$ cat config.mk
export PLATFORM = sky130hd
export DESIGN_NAME = memory_access_stage
export DESIGN_NICKNAME = d
export VERILOG_FILES = /design/src/rtl/memory_access_stage.sv
export SDC_FILE = /design/constraint.sdc
export NUM_CORES = 1
export LEC_CHECK = 0
export BUFFER_PORTS_ARGS = -buffer_cell sky130_fd_sc_hd__buf_2
export CORE_AREA = 2 2 110 112
export CTS_BUF_LIST = sky130_fd_sc_hd__clkbuf_16
export DETAILED_ROUTE_END_ITERATION = 7
export DIE_AREA = 0 0 112 114
export GPL_TIMING_DRIVEN = 0
export REMOVE_ABC_BUFFERS = 1
export SETUP_SLACK_MARGIN = 0.15
export SYNTH_ARGS = -nofsm -noshare
export SYNTH_HDL_FRONTEND = slang
export SYNTH_SLANG_ARGS = --single-unit
$ cat constraint.sdc
create_clock -name clk -period 2.1 [get_ports clk]
set_input_delay 0.315 -clock clk [delete_from_list [all_inputs] [get_ports clk]]
set_output_delay 0.315 -clock clk [all_outputs]
set_load 0.05 [all_outputs]
$ cat src/rtl/memory_access_stage.sv
// M stage of the pipeline: issues one data-memory access per memory op, stalls upstream until it completes,
// and registers the MEM/WB results. Optional request timeout is enabled with `define MEM_TIMEOUT_EN.
module memory_access_stage #(
  parameter int TIMEOUT_CYCLES = 255
) (
  input  logic        clk,
  input  logic        rst_n,
  input  logic        RegWriteM,
  input  logic        MemWriteM,
  input  logic        luiM,
  input  logic [1:0]  ResultSrcM,
  input  logic [4:0]  RDM,
  input  logic [31:0] ALUResultM,
  input  logic [31:0] WriteDataM,
  input  logic [31:0] ExtImmM,
  input  logic [31:0] PCPlus4M,
  output logic        mem_req,
  output logic        mem_we,
  output logic [31:0] mem_addr,
  output logic [31:0] mem_wdata,
  input  logic        mem_ready,
  input  logic [31:0] mem_rdata,
  output logic        StallM,
  output logic        RegWriteW,
  output logic [4:0]  RDW,
  output logic [31:0] ResultW,
  output logic        mem_err,
  output logic        dbg_state
);

  // Handshake: mem_req holds for the whole REQ state with address/data taken straight from the
  // (stalled, therefore stable) M inputs; the access completes on any REQ cycle where mem_ready=1.
  typedef enum logic {IDLE = 1'b0, REQ = 1'b1} state_t;

  state_t      state, state_nxt;
  logic        mem_op, is_load, stall, expire;
  logic [31:0] alu_path;

  assign mem_op    = MemWriteM | (ResultSrcM == 2'b01);
  assign is_load   = (ResultSrcM == 2'b01) & ~MemWriteM;
  assign mem_addr  = ALUResultM;
  assign mem_wdata = WriteDataM;
  assign dbg_state = (state == REQ);
  // Gating with rst_n keeps the stall from lingering while reset is held over a memory op.
  assign StallM    = stall & rst_n;

  always_comb begin
    if (luiM)                     alu_path = ExtImmM;
    else if (ResultSrcM == 2'b10) alu_path = PCPlus4M;
    else                          alu_path = ALUResultM;
  end

`ifdef MEM_TIMEOUT_EN
  localparam int CW = (TIMEOUT_CYCLES > 1) ? $clog2(TIMEOUT_CYCLES) : 1;
  logic [CW-1:0] tmo_cnt;

  // A completing mem_ready in the expiry cycle takes priority over the timeout.
  assign expire = (state == REQ) && !mem_ready && (tmo_cnt == CW'(TIMEOUT_CYCLES - 1));

  always_ff @(posedge clk or negedge rst_n) begin
    if (!rst_n) begin
      tmo_cnt <= '0;
      mem_err <= 1'b0;
    end else begin
      if (state == IDLE && state_nxt == REQ) tmo_cnt <= '0;
      else if (state == REQ && !mem_ready)   tmo_cnt <= tmo_cnt + CW'(1);
      if (expire) mem_err <= 1'b1;
    end
  end
`else
  logic unused_cfg;
  assign unused_cfg = |TIMEOUT_CYCLES;
  assign expire     = 1'b0;
  assign mem_err    = 1'b0;
`endif

  always_ff @(posedge clk or negedge rst_n) begin
    if (!rst_n) state <= IDLE;
    else        state <= state_nxt;
  end

  always_comb begin
    state_nxt = state;
    stall     = 1'b0;
    mem_req   = 1'b0;
    mem_we    = 1'b0;
    case (state)
      IDLE: begin
        if (mem_op) begin
          stall     = 1'b1;
          state_nxt = REQ;
        end
      end
      REQ: begin
        mem_req = 1'b1;
        mem_we  = MemWriteM;
        if (mem_ready || expire) state_nxt = IDLE;
        else                     stall     = 1'b1;
      end
      default: state_nxt = IDLE;
    endcase
  end

  always_ff @(posedge clk or negedge rst_n) begin
    if (!rst_n) begin
      RegWriteW <= 1'b0;
      RDW       <= '0;
      ResultW   <= '0;
    end else begin
      case (state)
        IDLE: begin
          if (!mem_op) begin
            RegWriteW <= RegWriteM;
            RDW       <= RDM;
            ResultW   <= alu_path;
          end else begin
            RegWriteW <= 1'b0;
          end
        end
        REQ: begin
          if (mem_ready) begin
            RegWriteW <= RegWriteM;
            RDW       <= RDM;
            ResultW   <= is_load ? mem_rdata : ALUResultM;
          end else begin
            RegWriteW <= 1'b0;
          end
        end
        default: RegWriteW <= 1'b0;
      endcase
    end
  end

endmodule
==> results.json, run 1 <==
{
  "outcome": "completed",
  "synth_area_leaders": "dfrtp_1 29%, buf_4 15%, mux2_2 12%",
  "end_kind": "output port",
  "post-dp-hpwl_um": 8010,
  "synth_top_family_by_area": "simple AND/OR/NAND/NOR gates",
  "min_period_ns": 1.97,
  "root_buffer": "clkbuf_16",
  "crit_path_frequent_cell": "buf_12",
  "synth-simple-area-share_pct": 31.3,
  "clk_latency_ns": 0.28,
  "cpPeakStageDelay_ns": 0.50,
  "crit_chain": "buf_12, o31ai_4, buf_8, buf_12, nor2b_4, buf_6",
  "seq_area_frac_synth_pct": 28.9,
  "clkTransAtPathRegs_ns": 0.06,
  "cts-buffers-inserted": 5,
  "yosysTopAreaCellShare_pct": 28.9,
  "finalHoldViolations": 0,
  "hold_class": "in2async",
  "setup_viol_count_final": 0,
  "total_power_mw": 3.75,
  "syn_to_final_growth_pct": 30.4,
  "yosys.area_share.adder_pct": 0,
  "grt.total_usage_pct": 16.1,
  "synth_compound_area_share_pct": 6.56,
  "synth-xor-area-share_pct": 0,
  "num_antenna_cells": 0,
  "grt_pass1_wl_um": 16300,
  "drt-vias-per-instance": 4.89,
  "post-route-period-util_pct": 93.9,
  "dp.cells": 677,
  "synth.most_common_cell": "buf_4",
  "worstPathArrival_ns": 1.66,
  "drv_cap": 0,
  "drt_iter0_markers": 120,
  "tightest_slew_ns": 0.948,
  "synthFlopType": "dfrtp_1",
  "first_global_vias": 3198,
  "dieArea_mm2": 0.0128,
  "async_reset_ff_share_pct": 100,
  "power_leakage_nw": 2.06,
  "synth_edf_count": 0,
  "timing.fmax_ghz": 0.507,
  "postSynthAreaPerCell_um2": 8.19,
  "core_mm2": 0.0117,
  "dr_total_vias": 3440,
  "switching_share_pct": 46.9,
  "ys_top_cells_by_count": "66 x buf_4, 64 x nor3_1, 39 x dfrtp_1, 37 x mux2_2, 34 x nor2b_1",
  "clockPowerShare_pct": 19.1,
  "yosysTopAreaCell": "dfrtp_1",
  "rows": 40,
  "fin_cells": 703,
  "nets": 728,
  "firstDrtPassIters": 4,
  "powerDensity_mw_per_mm2": 851,
  "portBuffers": 214,
  "grt_max_degree": 97,
  "grt_overflow": 0,
  "peakVddDrop_uv": 429,
  "ys_ff_latch": 39,
  "yosysUniqueCellTypes": 21,
  "yosys_warnings": 0,
  "p_int_mw": 1.99,
  "crit_family": "buffers and inverters",
  "max-slew-margin-rel_pct": 36.8,
  "seqPwrFrac_pct": 28.0,
  "clockBufferDepth": 2,
  "finalMaxSlewViolations": 0,
  "cts_sinks": 39,
  "die_h_um": 114,
  "post_dp_cell_area_mm2": 0.00403,
  "ios": 280,
  "final_cell_area_mm2": 0.00440,
  "yosys-mux-area-fraction_pct": 12.3,
  "grt_setup_unrepaired": "yes",
  "power_switching_mw": 1.76,
  "combPwrFrac_pct": 52.9,
  "netlist_instances": 412,
  "post_drt_wl_per_cell_um": 16.3,
  "crit_fanout": 7,
  "place.gp.congestion": 0.807,
  "drc": 0,
  "cp_num_buf_inv": 4,
  "drive_above_1_share_pct": 51.4,
  "htree_levels": 2,
  "start_kind": "flip-flop",
  "start_util_pct": 28.8,
  "ant_nets": 0,
  "clock_skew_ns": 0.00340,
  "die_w_um": 112,
  "crit_path_top_delay_cell": "dfrtp_4",
  "netlist_area_mm2": 0.00338,
  "critPathRequiredTime_ns": 1.78,
  "antenna_found_initial": 0,
  "wirelength_um": 11400,
  "worstSetupPathType": "reg2out",
  "tritoncts": "built"
}
## cells in the final DEF (no fill, tap or decap)
master | synthesis | layout
buf_2 | 17 | 212
nor3_1 | 64 | 64
dfrtp_1 | 39 | 38
mux2_2 | 37 | 37
nor2b_1 | 34 | 33
nand2_1 | 33 | 32
or4_1 | 32 | 32
nor2_1 | 32 | 32
a31oi_1 | 32 | 32
buf_4 | 66 | 14
clkbuf_16 | 0 | 8
buf_12 | 0 | 3
inv_1 | 1 | 2
and2_1 | 2 | 2
clkinv_1 | 0 | 2
buf_8 | 3 | 2
buf_6 | 2 | 2
nand2_2 | 0 | 1
o31ai_4 | 1 | 1
nor2b_4 | 0 | 1
nor3b_4 | 0 | 1
and2b_2 | 0 | 1
nand2b_2 | 0 | 1
conb_1 | 1 | 1
dfrtp_4 | 0 | 1
buf_16 | 0 | 1
## stage by stage
stage / setup slack (ns) / TNS (ns) / hold WS, ns / utilization, %
finish: 0.128 / 0 / 0.188 / 37.6
global route: 0.0623 / 0 / 0.266 / 37.6
CTS: 0.0256 / 0 / 0.222 / 36.0
detailed placement: -0.353 / -11.55 / 0.499 / 34.4
global placement: -2.12 / -76.24 / 0.488 / 33.6
floorplan: -1.74 / -48.79 / 0.0194 / -
## cells by family after synthesis
group	Yosys count
and+or+nand+nor	200
buffers and inverters	102
DFF	39
muxes	37
AOI/OAI and AO/OA	33
other	1
## worst reg2reg max path, cell delays in order, from the launching register on
cell and delay [ns]:
dfrtp_4 0.50, buf_12 0.15, o31ai_4 0.29, buf_8 0.15
buf_12 0.11, buf_4 0.10, buf_4 0.14, mux2_2 0.34
## routing by layer
metal | routed length [µm] | global-route usage, % | part of all wire [%] | up-vias
met5 | 0 | 1.57 | 0 | -
met4 | 102 | 3.41 | 0.89 | 0
met3 | 1220 | 7.17 | 11 | 8
met2 | 5020 | 24.2 | 44 | 184
met1 | 5100 | 21.3 | 45 | 1586
li1 | - | - | - | 1662
## sequential cells by signal, indices dropped and copies added, names as in the netlist
signal / flops
ResultW: 32
dbg_state: 1
RDW: 5
RegWriteW: 1
## layout make-up
class	count	area (µm²)
tap	147	184
sequential	39	980
clock buffer	5	125
multi-input combinational	271	1720
clock inverter	3	11.3
timing repair buffer	237	1380
fill	1249	7310
inverter	1	3.75
## final timing paths
path | start | endpoint | slack, ns | depth (start not counted)
setup reg to reg | dbg_state | RDW[3] | 0.21 | 7
min in group clk | RDM[4] | RDW[4] | 0.27 | 2
setup / recovery | dbg_state | StallM | 0.13 | 6
max in group asynchronous | rst_n | dbg_state | 1.21 | 1
hold reg to reg | RDW[3] | RDW[3] | 0.51 | 1
hold / removal | rst_n | RDW[4] | 0.19 | 1
## power groups by stage
stage                     sequential, mW  clock, mW  combinational [mW]
after floorplan                     1.79          0               0.431
after global placement              1.10          0                1.78
after detailed placement            1.09          0                1.85
after CTS                           1.05      0.755                1.90
after global routing                1.08      0.789                2.11
final                               1.05      0.715                1.98
## timing repair
| item | in CTS | in global routing |
|---|---|---|
| setup buffers | 4 | 11 |
| pin swaps | 1 | 1 |
| hold buffers | 0 | 0 |
| gates cloned | 0 | 3 |
| gates resized for setup | 6 | 4 |
| setup endpoints to repair | 41 | 17 |
No activity file was read; power rests on OpenSTA's default activity.
==> inputs of run 2 (changes only) <==
--- a/config.mk
+++ b/config.mk
@@ -12,7 +12,7 @@
 export DIE_AREA = 0 0 112 114
 export GPL_TIMING_DRIVEN = 0
 export REMOVE_ABC_BUFFERS = 1
-export SETUP_SLACK_MARGIN = 0.15
+export SETUP_SLACK_MARGIN = 0.2
 export SYNTH_ARGS = -nofsm -noshare
 export SYNTH_HDL_FRONTEND = slang
 export SYNTH_SLANG_ARGS = --single-unit
==> results.json, run 2 (synthesized netlist as in run 1, its figures left out) <==
{
  "tritoncts": "built",
  "first_global_vias": 3215,
  "timing.fmax_ghz": 0.507,
  "pre_cts_slack_ns": -0.353,
  "ant_nets": 0,
  "num_antenna_cells": 0,
  "drv_cap": 0,
  "place.gp.congestion": 0.807,
  "grt.total_usage_pct": 16.1,
  "final.setup.tns_ns": 0,
  "drt_iter0_markers": 126,
  "grt_pass1_wl_um": 16400,
  "cpPeakStageDelay_ns": 0.50,
  "hold_class": "in2async",
  "final_cell_mix": "212 x buf_2, 64 x nor3_1, 38 x dfrtp_1",
  "post_drt_wl_per_cell_um": 16.3,
  "powerDensity_mw_per_mm2": 853,
  "drc": 0,
  "core_mm2": 0.0117,
  "setup_viol_count_final": 0,
  "start_util_pct": 28.8,
  "total_power_mw": 3.75,
  "utilization_pct": 37.6,
  "end_kind": "output port",
  "nets": 729,
  "critPathRequiredTime_ns": 1.78,
  "crit_path_top_delay_cell": "dfrtp_4",
  "power_leakage_nw": 2.06,
  "min_period_ns": 1.97,
  "cts-buffers-inserted": 5,
  "worstPathArrival_ns": 1.66,
  "layout_commonest_cell": "buf_2",
  "layout_setup_ws_ns": 0.126,
  "drt-vias-per-instance": 4.94,
  "rows": 40,
  "ios": 280,
  "multiInputGateArea_mm2": 0.00172,
  "max-slew-margin-rel_pct": 36.6,
  "finalMaxSlewViolations": 0,
  "grt_overflow": 0,
  "die_w_um": 112,
  "tightest_slew_ns": 0.952,
  "register_area_um2": 980,
  "regMostFlops": "ResultW",
  "post-route-period-util_pct": 94.0,
  "post-dp-hpwl_um": 8010,
  "outcome": "completed",
  "finalHoldViolations": 0,
  "cts_sinks": 39,
  "start_kind": "flip-flop",
  "htree_levels": 2,
  "crit_path_frequent_cell": "buf_12",
  "worstSetupPathType": "reg2out",
  "firstDrtPassIters": 4,
  "fill_cells": 1249,
  "syn_to_final_growth_pct": 30.3,
  "worst_hold_slack_ns": 0.189,
  "hold_buffers": 0,
  "antenna_found_initial": 0,
  "drive_above_1_share_pct": 51.5,
  "largest_reg_flops": 32,
  "dieArea_mm2": 0.0128,
  "grt_setup_unrepaired": "yes",
  "reg_top3": "ResultW x32, RDW x5",
  "clk_latency_ns": 0.28,
  "clockBufferDepth": 2,
  "die_h_um": 114,
  "clkTransAtPathRegs_ns": 0.06,
  "clock_skew_ns": 0.00245,
  "crit_fanout": 7,
  "portBuffers": 214,
  "peakVddDrop_uv": 429,
  "dr_total_vias": 3476,
  "root_buffer": "clkbuf_16",
  "crit_chain": "buf_12, o31ai_4, buf_8, buf_12, nor2b_4, buf_6",
  "wirelength_um": 11500,
  "grt_max_degree": 97
}
[run 2: cell types whose count changed in the layout (fill, tap and decap cells not counted)]
cell | before | now
buf_12 | 3 | 2
buf_4 | 14 | 16
[run 2: report_power, final]
group,internal (mW),leakage [nW],switching [mW]
clock,0.428,0.0701,0.291
sequential,0.948,0.439,0.102
combinational,0.614,1.56,1.37
total,1.99,2.06,1.76
[run 2: final cells by class]
type | count | area share, %
Multi-Input combinational cell | 271 | 39.1
Tap cell | 147 | 4.18
Timing Repair Buffer | 238 | 31.3
Clock buffer | 5 | 2.84
Clock inverter | 3 | 0.256
Sequential cell | 39 | 22.3
Inverter | 1 | 0.0853
[run 2: repair_timing]
action | 4_1_cts | 5_1_grt
pin swaps | 2 | 1
buffers inserted | 6 | 10
gates cloned | 0 | 3
resized for setup | 6 | 4
endpoints found under the setup margin | 41 | 1
[run 2: metrics by stage]
step | cell area [µm²] | cells
after detailed placement | 4030 | 677
after global placement | 3930 | 672
after global routing | 4400 | 704
final | 4400 | 704
after CTS | 4230 | 691
after floorplan | 2680 | 311
[run 2: per-layer routing]
metal  GRT usage (%)  part of all wire [%]
met5            1.57                     0
met4            3.41                  0.89
met3            7.17                    11
met2            24.3                    44
met1            21.3                    44
[run 2: final timing paths]
kind / startpoint / end / slack (ns) / cells past startpoint
max in group asynchronous: rst_n / dbg_state / 1.21 / 1
max reg2reg: dbg_state / RDW[3] / 0.20 / 7
min in group clk: RegWriteM / RegWriteW / 0.27 / 2
min reg2reg: RDW[0] / RDW[0] / 0.51 / 1
max: dbg_state / StallM / 0.13 / 6
min: rst_n / RDW[4] / 0.19 / 1
[run 2: worst max-delay path, delay by kind of cell (launching register included)]
family	cells	cell delay (ns)
AO/OA/AOI/OAI	1	0.28
buffers and inverters	4	0.56
AND/OR/NAND/NOR	1	0.03
flip-flops	1	0.50
==> inputs of run 3 (changes only) <==
--- a/config.mk
+++ b/config.mk
@@ -11,6 +11,7 @@
 export DETAILED_ROUTE_END_ITERATION = 7
 export DIE_AREA = 0 0 112 114
 export GPL_TIMING_DRIVEN = 0
+export PLACE_DENSITY_LB_ADDON = 0.25
 export REMOVE_ABC_BUFFERS = 1
 export SETUP_SLACK_MARGIN = 0.2
 export SYNTH_ARGS = -nofsm -noshare
==> results.json, run 3 (synthesized netlist as in run 1, its figures left out) <==
{
  "outcome": "completed",
  "max-slew-margin-rel_pct": 38.6,
  "syn_to_final_growth_pct": 28.9,
  "die_h_um": 114,
  "grt.total_usage_pct": 17.2,
  "grt_overflow": 0,
  "power_switching_mw": 1.75,
  "place.gp.congestion": 0.742,
  "dr_total_vias": 3407,
  "htree_levels": 2,
  "setup_viol_count_final": 0,
  "clk_latency_ns": 0.28,
  "timing.fmax_ghz": 0.528,
  "root_buffer": "clkbuf_16",
  "antenna_found_initial": 0,
  "crit_fanout": 26,
  "start_util_pct": 28.8,
  "nets": 720,
  "grt_max_degree": 97,
  "post-dp-hpwl_um": 8180,
  "cts_sinks": 39,
  "clockBufferDepth": 2,
  "worstPathArrival_ns": 2.06,
  "combPwrFrac_pct": 50.6,
  "cts-buffers-inserted": 5,
  "drv_cap": 0,
  "dieArea_mm2": 0.0128,
  "worstSetupPathType": "reg2reg",
  "post_drt_wl_per_cell_um": 16.7,
  "tightest_slew_ns": 0.921,
  "final_cell_mix": "212 x buf_2, 64 x nor3_1, 38 x dfrtp_1",
  "largest_reg_flops": 32,
  "first_global_vias": 3227,
  "ios": 280,
  "pre_cts_slack_ns": -0.485,
  "clkTransAtPathRegs_ns": 0.06,
  "peakVddDrop_uv": 489,
  "hold_class": "in2async",
  "grt_pass1_wl_um": 17300,
  "powerDensity_mw_per_mm2": 884,
  "regMostFlops": "ResultW",
  "core_mm2": 0.0117,
  "layout_commonest_cell": "buf_2",
  "clockPowerShare_pct": 22.2,
  "final.setup.tns_ns": 0,
  "hold_buffers": 0,
  "drt-vias-per-instance": 4.90,
  "critPathRequiredTime_ns": 2.26,
  "drc": 0,
  "seqPwrFrac_pct": 27.2,
  "switching_share_pct": 45.6,
  "drive_above_1_share_pct": 50.9,
  "post-route-period-util_pct": 90.2,
  "reg_top3": "ResultW x32, RDW x5",
  "portBuffers": 214,
  "min_period_ns": 1.89,
  "grt_setup_unrepaired": "yes",
  "p_int_mw": 2.09,
  "finalHoldViolations": 0,
  "power_leakage_nw": 2.03,
  "finalMaxSlewViolations": 0,
  "die_w_um": 112,
  "num_antenna_cells": 0,
  "rows": 40,
  "wirelength_um": 11600,
  "layout_setup_ws_ns": 0.206,
  "firstDrtPassIters": 4,
  "clock_skew_ns": 0.00384,
  "tritoncts": "built",
  "end_kind": "flip-flop",
  "ant_nets": 0,
  "drt_iter0_markers": 128,
  "start_kind": "flip-flop"
}
==> run 3: cell types whose count changed in the layout (fill, tap and decap cells not counted) <==
cell       previous run  this run
buf_4                16         7
clkbuf_16             8         5
bufbuf_16             0         2
buf_12                2         3
buf_16                1         0
bufinv_16             0         1
clkinv_1              2         1
clkinv_2              0         1
inv_1                 2         1
nand2_2               1         0
nand2_4               0         1
nor2b_1              33        34
nor2b_4               1         0
o31ai_2               0         1
==> run 3: path summary, 6_finish.rpt <==
path | slack, ns | from | endpoint | depth (start not counted)
max in group asynchronous | 1.25 | rst_n | dbg_state | 1
min in group clk | 0.26 | RegWriteM | RegWriteW | 2
max reg2reg | 0.21 | dbg_state | RDW[0] | 5
max | 0.21 | dbg_state | RDW[0] | 5
min | 0.17 | rst_n | RDW[2] | 1
min reg2reg | 0.50 | RDW[1] | RDW[1] | 1
==> run 3: repair_timing <==
item                                    CTS  global route
cloned                                    3             0
hold endpoints to repair                  0             0
buffers inserted                          7             1
endpoints found under the setup margin   41             3
pin swaps                                 2             0
gates resized for setup                   8             1
==> run 3: area by class of cell <==
cell class / count / area (µm²)
Tap cell: 147 / 184
Timing Repair Buffer: 228 / 1290
Clock inverter: 3 / 38.8
Clock buffer: 5 / 125
Fill cell: 1238 / 7360
Inverter: 1 / 3.75
Sequential cell: 39 / 980
Multi-Input combinational cell: 272 / 1730
==> run 3: worst max-delay path, stage by stage, from the launching register on <==
cell	delay, ns
dfrtp_4	0.49
buf_12	0.16
o31ai_4	0.29
buf_4	0.26
buf_8	0.20
mux2_2	0.35
==> run 3: per-stage QoR <==
stage                     std cells  total power [mW]  cell area (µm²)  hold WS, ns  util [%]
after detailed placement        676              2.91             4010        0.493      34.2
final                           695              3.85             4350        0.175      37.1
after CTS                       694              3.89             4340        0.217      37.0
after global routing            695              4.05             4350        0.264      37.1
after floorplan                 311              2.22             2680       0.0194         -
after global placement          672              2.87             3930        0.486      33.6
==> run 3: power by group through the flow <==
stage          clock network [mW]  logic, mW  registers [mW]
6_report                    0.854       1.95            1.05
5_1_grt                     0.916       2.07            1.07
4_1_cts                     0.887       1.96            1.05
3_5_place_dp                    0       1.83            1.08
3_3_place_gp                    0       1.78            1.09
2_1_floorplan                   0      0.431            1.79
==> run 3: routing by layer <==
metal / vias to the layer above / global-route usage [%] / share of wire [%]
met5: - / 3.92 / 0.52
met4: 2 / 3.58 / 0.33
met3: 4 / 8.13 / 12
met2: 174 / 25.9 / 44
met1: 1576 / 22.4 / 43
li1: 1651 / - / -
